===== config.mk =====
export PLATFORM = sky130hd
export DESIGN_NAME = ex_stage
export DESIGN_NICKNAME = d
export VERILOG_FILES = /design/src/rtl/ex_stage.sv
export SDC_FILE = /design/constraint.sdc
export NUM_CORES = 2
export LEC_CHECK = 0
export BUFFER_PORTS_ARGS = -buffer_cell sky130_fd_sc_hd__buf_2
export CAP_MARGIN = 5
export CORE_AREA = 2 2 263 369
export CTS_BUF_LIST = sky130_fd_sc_hd__clkbuf_4 sky130_fd_sc_hd__clkbuf_8
export DETAILED_ROUTE_END_ITERATION = 10
export DIE_AREA = 0 0 265 371
export SLEW_MARGIN = 20
export SYNTH_ARGS = -nofsm -noshare
export SYNTH_HDL_FRONTEND = slang
export SYNTH_SLANG_ARGS = --single-unit
export TNS_END_PERCENT = 10

===== constraint.sdc =====
create_clock -name clk -period 13.65 [get_ports clk]
set_clock_uncertainty 0.05 [all_clocks]
set_input_delay 0.6825 -clock clk [delete_from_list [all_inputs] [get_ports clk]]
set_output_delay 0.6825 -clock clk [all_outputs]
set_load 0.005 [all_outputs]

===== src/rtl/ex_stage.sv =====
// ex_stage: RV32 execute stage -- ALU plus iterative RV32M multiply/divide unit, feeding the EX/MEM register.
// Latency: ALU ops register in 1 cycle; MD ops occupy EX for a fixed 34 cycles (start, 32 iterations, result write).
// Backpressure: stall_ex (combinational) holds all ID/EX inputs during MD; flush_ex aborts any MD and writes a bubble.
module ex_stage (
    input  logic        clk,
    input  logic        reset,
    input  logic [4:0]  ctrl_ex,
    input  logic [31:0] rd_ex,
    input  logic [31:0] pc_ex,
    input  logic [31:0] rs1_data,
    input  logic [31:0] rs2_data,
    input  logic [31:0] imm,
    input  logic        alu_src,
    input  logic [3:0]  alu_op,
    input  logic        md_en,
    input  logic [2:0]  md_op,
    input  logic        flush_ex,
    output logic [4:0]  ctrl_mem,
    output logic [31:0] rd_mem,
    output logic [31:0] pc4_mem,
    output logic [31:0] alu_result,
    output logic [31:0] write_data1,
    output logic        stall_ex
);

    typedef enum logic [1:0] {
        IDLE = 2'd0,
        BUSY = 2'd1,
        DONE = 2'd2
    } md_state_t;

    // Everything the final sign/selection fix-up needs, captured when an MD op starts.
    typedef struct packed {
        logic        is_div;    // divide family (md_op[2])
        logic        hi_sel;    // multiply: return the upper product word
        logic        rem_sel;   // divide: return the remainder
        logic        neg_res;   // product / quotient must be negated
        logic        neg_rem;   // remainder must be negated (follows the dividend)
        logic        div_zero;  // divisor was zero
        logic [31:0] dividend;  // original dividend, returned as remainder on divide-by-zero
    } md_ctx_t;

    // Operand selection
    logic [31:0] op_a;
    logic [31:0] op_b;
    logic [4:0]  shamt;

    assign op_a  = rs1_data;
    assign op_b  = alu_src ? imm : rs2_data;
    assign shamt = op_b[4:0];

    // Single-cycle ALU.
    logic [31:0] alu_out;

    always_comb begin
        alu_out = 32'd0;
        case (alu_op)
            4'd0:    alu_out = op_a + op_b;
            4'd1:    alu_out = op_a - op_b;
            4'd2:    alu_out = op_a << shamt;
            4'd3:    alu_out = {31'd0, $signed(op_a) < $signed(op_b)};
            4'd4:    alu_out = {31'd0, op_a < op_b};
            4'd5:    alu_out = op_a ^ op_b;
            4'd6:    alu_out = op_a >> shamt;
            4'd7:    alu_out = $signed(op_a) >>> shamt;
            4'd8:    alu_out = op_a | op_b;
            4'd9:    alu_out = op_a & op_b;
            4'd10:   alu_out = op_b;
            default: alu_out = 32'd0;
        endcase
    end

    // MD control state
    md_state_t   state;
    md_state_t   state_nx;
    logic [4:0]  cnt;
    logic        md_start;
    logic        md_step;

    // MD datapath state: acc holds {upper product, multiplier} or {partial remainder, dividend/quotient}.
    logic [63:0] acc;
    logic [31:0] b_mag;
    md_ctx_t     ctx;
    md_ctx_t     ctx_nx;

    // Sign handling at start: the core iterates on unsigned magnitudes only.
    logic        sgn_a;
    logic        sgn_b;
    logic        a_neg;
    logic        b_neg;
    logic [31:0] a_mag_nx;
    logic [31:0] b_mag_nx;

    // Decode which operands are treated as signed and take their magnitudes.
    always_comb begin
        sgn_a    = (md_op == 3'd1) || (md_op == 3'd2) || (md_op == 3'd4) || (md_op == 3'd6);
        sgn_b    = (md_op == 3'd1) || (md_op == 3'd4) || (md_op == 3'd6);
        a_neg    = sgn_a && op_a[31];
        b_neg    = sgn_b && op_b[31];
        a_mag_nx = a_neg ? (32'd0 - op_a) : op_a;
        b_mag_nx = b_neg ? (32'd0 - op_b) : op_b;

        ctx_nx          = '0;
        ctx_nx.is_div   = md_op[2];
        ctx_nx.hi_sel   = (md_op[1:0] != 2'd0);
        ctx_nx.rem_sel  = md_op[1];
        ctx_nx.neg_res  = a_neg ^ b_neg;
        ctx_nx.neg_rem  = a_neg;
        ctx_nx.div_zero = (op_b == 32'd0);
        ctx_nx.dividend = op_a;
    end

    // FSM next state and stall; flush overrides everything, reset masks the stall immediately.
    always_comb begin
        state_nx = state;
        stall_ex = 1'b0;
        md_start = 1'b0;
        md_step  = 1'b0;
        case (state)
            IDLE: begin
                if (md_en) begin
                    stall_ex = 1'b1;
                    md_start = 1'b1;
                    state_nx = BUSY;
                end
            end
            BUSY: begin
                stall_ex = 1'b1;
                md_step  = 1'b1;
                if (cnt == 5'd31) begin
                    state_nx = DONE;
                end
            end
            DONE: begin
                state_nx = IDLE;
            end
            default: begin
                state_nx = IDLE;
            end
        endcase
        if (flush_ex) begin
            state_nx = IDLE;
            stall_ex = 1'b0;
            md_start = 1'b0;
            md_step  = 1'b0;
        end
        if (reset) begin
            stall_ex = 1'b0;
        end
    end

    // FSM state and iteration counter.
    always_ff @(posedge clk or posedge reset) begin
        if (reset) begin
            state <= IDLE;
            cnt   <= 5'd0;
        end else begin
            state <= state_nx;
            if (md_start) begin
                cnt <= 5'd0;
            end else if (md_step) begin
                cnt <= cnt + 5'd1;
            end
        end
    end

    // One shift-add multiply step: add multiplicand when the current multiplier bit is set, then shift right.
    logic [32:0] mul_sum;
    logic [63:0] mul_next;

    always_comb begin
        mul_sum  = {1'b0, acc[63:32]} + (acc[0] ? {1'b0, b_mag} : 33'd0);
        mul_next = {mul_sum, acc[31:1]};
    end

    // One restoring-divide step: shift in the next dividend bit, subtract the divisor if it fits.
    logic [32:0] div_shift;
    logic        div_ok;
    logic [31:0] div_sub;
    logic [63:0] div_next;

    always_comb begin
        div_shift = {acc[63:32], acc[31]};
        div_ok    = (div_shift >= {1'b0, b_mag});
        div_sub   = div_shift[31:0] - b_mag;
        div_next  = {(div_ok ? div_sub : div_shift[31:0]), acc[30:0], div_ok};
    end

    // MD datapath registers: load magnitudes on start, iterate while busy.
    always_ff @(posedge clk or posedge reset) begin
        if (reset) begin
            acc   <= 64'd0;
            b_mag <= 32'd0;
            ctx   <= '0;
        end else if (md_start) begin
            acc   <= {32'd0, a_mag_nx};
            b_mag <= b_mag_nx;
            ctx   <= ctx_nx;
        end else if (md_step) begin
            acc   <= ctx.is_div ? div_next : mul_next;
        end
    end

    // Final sign correction and result selection, consumed in DONE.
    logic [63:0] prod_fix;
    logic [31:0] quo_fix;
    logic [31:0] rem_fix;
    logic [31:0] mul_res;
    logic [31:0] div_res;
    logic [31:0] md_result;

    always_comb begin
        prod_fix = ctx.neg_res ? (64'd0 - acc) : acc;
        quo_fix  = ctx.neg_res ? (32'd0 - acc[31:0]) : acc[31:0];
        rem_fix  = ctx.neg_rem ? (32'd0 - acc[63:32]) : acc[63:32];
        mul_res  = ctx.hi_sel ? prod_fix[63:32] : prod_fix[31:0];
        if (ctx.div_zero) begin
            div_res = ctx.rem_sel ? ctx.dividend : 32'hFFFF_FFFF;
        end else begin
            div_res = ctx.rem_sel ? rem_fix : quo_fix;
        end
        md_result = ctx.is_div ? div_res : mul_res;
    end

    // EX/MEM register: real instruction when neither stalled nor flushed, bubble otherwise.
    always_ff @(posedge clk or posedge reset) begin
        if (reset) begin
            ctrl_mem    <= 5'd0;
            rd_mem      <= 32'd0;
            pc4_mem     <= 32'd0;
            alu_result  <= 32'd0;
            write_data1 <= 32'd0;
        end else if (!stall_ex && !flush_ex) begin
            ctrl_mem    <= ctrl_ex;
            rd_mem      <= rd_ex;
            pc4_mem     <= pc_ex + 32'd4;
            alu_result  <= (state == DONE) ? md_result : alu_out;
            write_data1 <= rs2_data;
        end else begin
            ctrl_mem    <= 5'd0;
            rd_mem      <= 32'd0;
            pc4_mem     <= 32'd0;
            alu_result  <= 32'd0;
            write_data1 <= 32'd0;
        end
    end

endmodule


# Yosys cells after proc, flatten, opt, wreduce, memory -nomap -nowiden
# Index checks and enable logic that the tools add are counted.
dict set report word_totals {
  input_bits 177
  wordCells 109
  ff_bits 274
  out_inout_bits 134
}
dict set report classes {
  add_sub_neg 11
  reduce_logical 16
  n_mux 37
  shift 3
  n_eq_ne 19
  order_cmp 3
  bitwise 4
}
# op n
set ops {}
lappend ops {{32-bit two-way mux} 17}
lappend ops {{32-bit case mux with 11 select lines} 1}
lappend ops {{64-bit two-way mux} 4}
lappend ops {{1-bit by 32-bit subtractor with 32-bit output, first input constant} 4}
lappend ops {{32-bit < comparator} 2}
lappend ops {{1-bit by 64-bit subtractor with 64-bit output, first input constant} 1}
lappend ops {{32-bit subtractor} 2}
lappend ops {{32-bit by 32-bit adder with 33-bit output} 1}
lappend ops {{33-bit by 32-bit >= comparator with 1-bit output} 1}
lappend ops {{32-bit by 3-bit adder with 32-bit output, second input constant} 1}
lappend ops {{32-bit adder} 1}
lappend ops {{32-bit bitwise AND} 1}
lappend ops {{32-bit logical NOT} 1}
lappend ops {{32-bit OR} 1}
lappend ops {{32-bit by 5-bit left shift with 32-bit output} 1}
lappend ops {{32-bit by 5-bit >> shifter with 32-bit output} 1}
lappend ops {{32-bit by 5-bit >>> shifter with 32-bit output} 1}
lappend ops {{32-bit XOR} 1}
lappend ops {{4-bit by 3-bit == test with 1-bit output, second input constant} 4}
lappend ops {{5-bit two-way mux} 3}
lappend ops {{4-bit == test, second input constant} 3}
lappend ops {{4-bit by 2-bit == test with 1-bit output, second input constant} 2}
lappend ops {{1-bit two-way mux} 7}
lappend ops {{3-bit == test, second input constant} 2}
lappend ops {{other kinds (19)} 30}

# Logic depth before layout (Yosys ltp)
dict set report logic_depth {
  ltp_word 7
  ltp_mapped 19
}

# Least setup slack after synthesis
# Ideal clock, no wire load.
dict set report synth_path {
  path_type {input to register}
  start {input alu_src}
  end {register alu_result[29]}
  setup_slack_ns 8.677
  n_path_buf 6
  t_arrival_ns 4.780
  cell_stages 18
  cell_sequence {buf_6 > buf_6 > buf_2 > buf_2 > buf_2 > mux2i_1 > ha_1 > clkbuf_1 > nor2b_1 > a311oi_1 > a2111oi_1 > o211ai_1 > a211oi_2 > a21oi_1 > or3_1 > and3_1 > a2111oi_0 > a211oi_1}
}
dict set report synth_via {
  elab_chain_len 5
  word_cells_on_any_way 12
  classes_between {2 x add/sub; 3 x shift; 4 x mux; 3 x bitwise}
}
# element line
set synth_lines {}
lappend synth_lines {{start, declared} 13} ;# input logic alu_src,
lappend synth_lines {{32-bit two-way mux *} 49} ;# assign op_b = alu_src ? imm : rs2_data;
lappend synth_lines {{32-bit subtractor, or another cell as far along} 59} ;# 4'd1: alu_out = op_a - op_b;
lappend synth_lines {{32-bit case mux with 11 select lines *} 57} ;# case (alu_op)
lappend synth_lines {{32-bit two-way mux *} 237} ;# alu_result <= (state == DONE) ? md_result : alu_out;
lappend synth_lines {{32-bit two-way mux *} 233} ;# end else if (!stall_ex && !flush_ex) begin
lappend synth_lines {{end signal, assigned} 237}
lappend synth_lines {{end, declared} 21} ;# output logic [31:0] alu_result,
# Every way passes the cells marked *; elsewhere a longest branch is shown, timed or not.
# A chain may end at the register's enable or synchronous reset.

# Worst setup path in the final report
dict set report layout_path {
  start {input alu_src}
  end {register alu_result[26]}
}
# Same word-level chain as after synthesis.

==> run metrics <==
run status=completed; area share of the leading cell type in the synthesized netlist=~24%; Initial DRT Pass Iterations=6; total internal power=roughly 0.0025 W; commonest non-fill, non-tap cells in the layout=nand2_1 (383), o21ai_0 (336), buf_2 (310), nor2_1 (305), dfrtp_1 (272); measured slew at the worst slew-check pin=1280 ps; cts repair resizes=0; number of placed I/O pins=311; Placeable Area=0.0949 mm2; cts bufs inserted=52; Hold Path Class=primary input to async pin; Detailed Route Iter0 Violations=roughly 3200; critical register-to-register path startpoint=acc[0]; Worst Setup End Kind=register; largest fanout of any net on the critical path=52; area growth from synthesis to layout=14.0%; Comb power frac=55.9%; total negative slack=0 ps; Synthesized Nets=4024; total half-perimeter wirelength after legalization and detailed placement=112000 um; WHS=a little over 40 ps; buffer levels on the longest clock path=3; antenna viol nets, final=0; most frequent standard cell in the layout excluding fill and tap cells=nand2_1; Critical R2R Capture=alu_result[14]; final routed wire length divided by cell count=28.6 um; initial standard-cell utilization of the core=29.9%; Clock Pin Slew Worst Setup and Hold Paths=80 ps; async set or reset register ratio after synthesis=100%; largest net degree at the start of global routing=93; FF-to-FF setup slack=8800 ps; horizontal die dimension=265 um; arrival time of the worst setup path=between 6000 and 7000 ps; Via density=6.04; CTS tree=yes; number of buffers inserted to repair setup after CTS=0; Final Instance Area=roughly 0.032 mm2; final-report max-slew violation count=0; post-synthesis cell type with the largest combined area=dfrtp_1; global-route wire length before repair=209000 um; Post-Place Setup Slack=7360 ps; combined area of all synthesized cells=0.0284 mm2; number of instances in the synthesized netlist=3665; Placed Instance Area=between 0.03 and 0.04 mm2; overall global routing resource usage=28.8%; least setup slack across all paths after layout=7880 ps; kind of launch point of the worst setup path=primary input; maximum cell stage delay along the critical path=780 ps; max-slew headroom at the worst pin=13.6%; vertical die dimension=371 um; maximum achievable frequency=173 MHz; power density over the cells=151 mW/mm2; setup repair after global routing missed its margin=false; average size of a mapped cell=about 7.7 um2; part of the cycle the worst path needs=42.2%; row count=about 130; count of endpoints failing setup in the final report=0; layout net count=4205; Min Clock Period, post-route=5770 ps; number of global-route vias before repair=~30000; data required time of the worst path=14170 ps; routed wire length=146000 um; GRT Residual Overflow=0; net switching component of the power=about 0.0024 W; total vias in the final route=30900; final hold violations=0; Static Leak=between 10 and 15 nW; share of cells above drive strength 1=15.7%; R2R cell count=13; fraction of power spent switching nets=around half; Clk network pwr share=19.7%; CTS Hold Buffers Added=0; root cell of the clock tree=clkbuf_8; top cells by area, synth=dfrtp_1 (24%), ha_1 (7.9%), o21ai_0 (5.9%), mux2i_1 (5.3%), nand2_1 (5.1%); global placer's final weighted congestion=1.09; Yosys warnings=0; drc violations=0; sequential area share after synthesis=24.2%; critical path type=primary input to register; Crit-path slowest cell=a2111oi_0; number of sinks on the clock net=274; cell chain of the critical path=buf_2, buf_4, mux2i_4, buf_4, inv_2, ha_1, inv_1, fa_1, nand2b_1, a221oi_1, nor2_1, or3_1, a2111oi_0, o21ai_0, nand2b_1, mux2i_1, a221oi_1, a21oi_1; number of max-cap violations=0; number of antenna violations at the first check in global routing=16; total of flip-flops plus latches after synthesis=274; number of port buffers=310; Post-synth EDFFs=0; depth of the CTS H-tree=2; most frequently used flop master after synthesis=dfrtp_1; floorplan die area=0.0983 mm2; count of unique library cells instantiated by Yosys=97; power share of the sequential group=between 20% and 30%; worst IR drop on VDD=roughly 110 uV; clock latency at the later pin of the worst-skew pair=730 ps
-- per-layer routing --
layer,track usage (%),wire (um),vias up
li1,-,-,13600
met1,31.2,52000,14900
met2,48.9,68900,1768
met3,5.54,11100,566
met4,23.7,14200,14
met5,0,92,-
-- flip-flops by register name (all words and copies together) (netlist names) --
signal	cells
write_data1	32
ctx	38
rd_mem	32
alu_result	32
ctrl_mem	5
pc4_mem	32
cnt	5
acc	64
b_mag	32
state	2
-- metrics by stage --
stage	utilization, %	total power [W]	std cells
after detailed placement	32.8	0.00383	5015
after global routing	34.1	0.00514	5112
after floorplan	-	0.00298	3665
after CTS	34.0	0.00481	5110
after global placement	32.8	0.00382	5015
final	34.1	0.00487	5117
-- logic make-up (layout without fill, tap and decap cells) --
group | after synthesis | after routing | share of synthesized area [%]
buffers and inverters | 416 | 638 | 5.73
xor gates and xnor gates | 241 | 241 | 7.44
AOI/OAI and AO/OA | 1185 | 1185 | 26.6
DFF | 274 | 274 | 24.2
and+or+nand+nor | 1164 | 1164 | 19.5
muxes | 203 | 203 | 8.36
other | 0 | 6 | 0
adders and majority gates | 182 | 182 | 8.14
-- cells in the mapped netlist (36+ instances only) --
cell type    n
a211oi_1    69
nor2_1     309
o211ai_1    37
mux2i_1    149
and2_1      88
nand2_1    383
ha_1       178
inv_1      146
a31oi_1     38
nor3_1      71
nand3_1     71
xnor2_1    161
dfrtp_1    274
clkbuf_1   207
xor2_1      80
a22oi_1     58
a221oi_1    36
a21o_1      53
a21oi_1    272
o21ai_0    336
o22ai_1     36
-- power groups by stage --
stage                     Clock (W)  Sequential, W  Combinational, W
after global routing        0.00101        0.00120           0.00293
after floorplan                   0        0.00104           0.00194
after CTS                  0.000980        0.00118           0.00265
after global placement            0        0.00119           0.00263
after detailed placement          0        0.00119           0.00264
final                      0.000960        0.00119           0.00272
-- critical path: cells and delay by family --
family | cells | cell delay, ps
buf+inv | 5 | 1790
simple gates | 4 | 1050
compound gates | 5 | 1770
fa+ha+maj | 2 | 540
mux | 2 | 430
-- final cells by class --
type | instances | area [um2]
diodes | 6 | 15.0
multi-input cells | 2975 | 20000
inverters | 152 | 578
clock buffers | 76 | 983
well taps | 1224 | 1530
fillers | 10200 | 62600
clock inverters | 19 | 196
flip-flops and latches | 274 | 6860
repair buffers | 391 | 2180
-- worst max path at each step --
stage	depth (start not counted)	to	start
2_1_floorplan	1	acc[0]	reset
3_3_place_gp	18	alu_result[26]	alu_src
3_5_place_dp	18	alu_result[26]	alu_src
4_1_cts	18	alu_result[26]	alu_src
5_1_grt	18	alu_result[26]	alu_src
6_report	18	alu_result[26]	alu_src
Power figures use the tool's default switching activity.
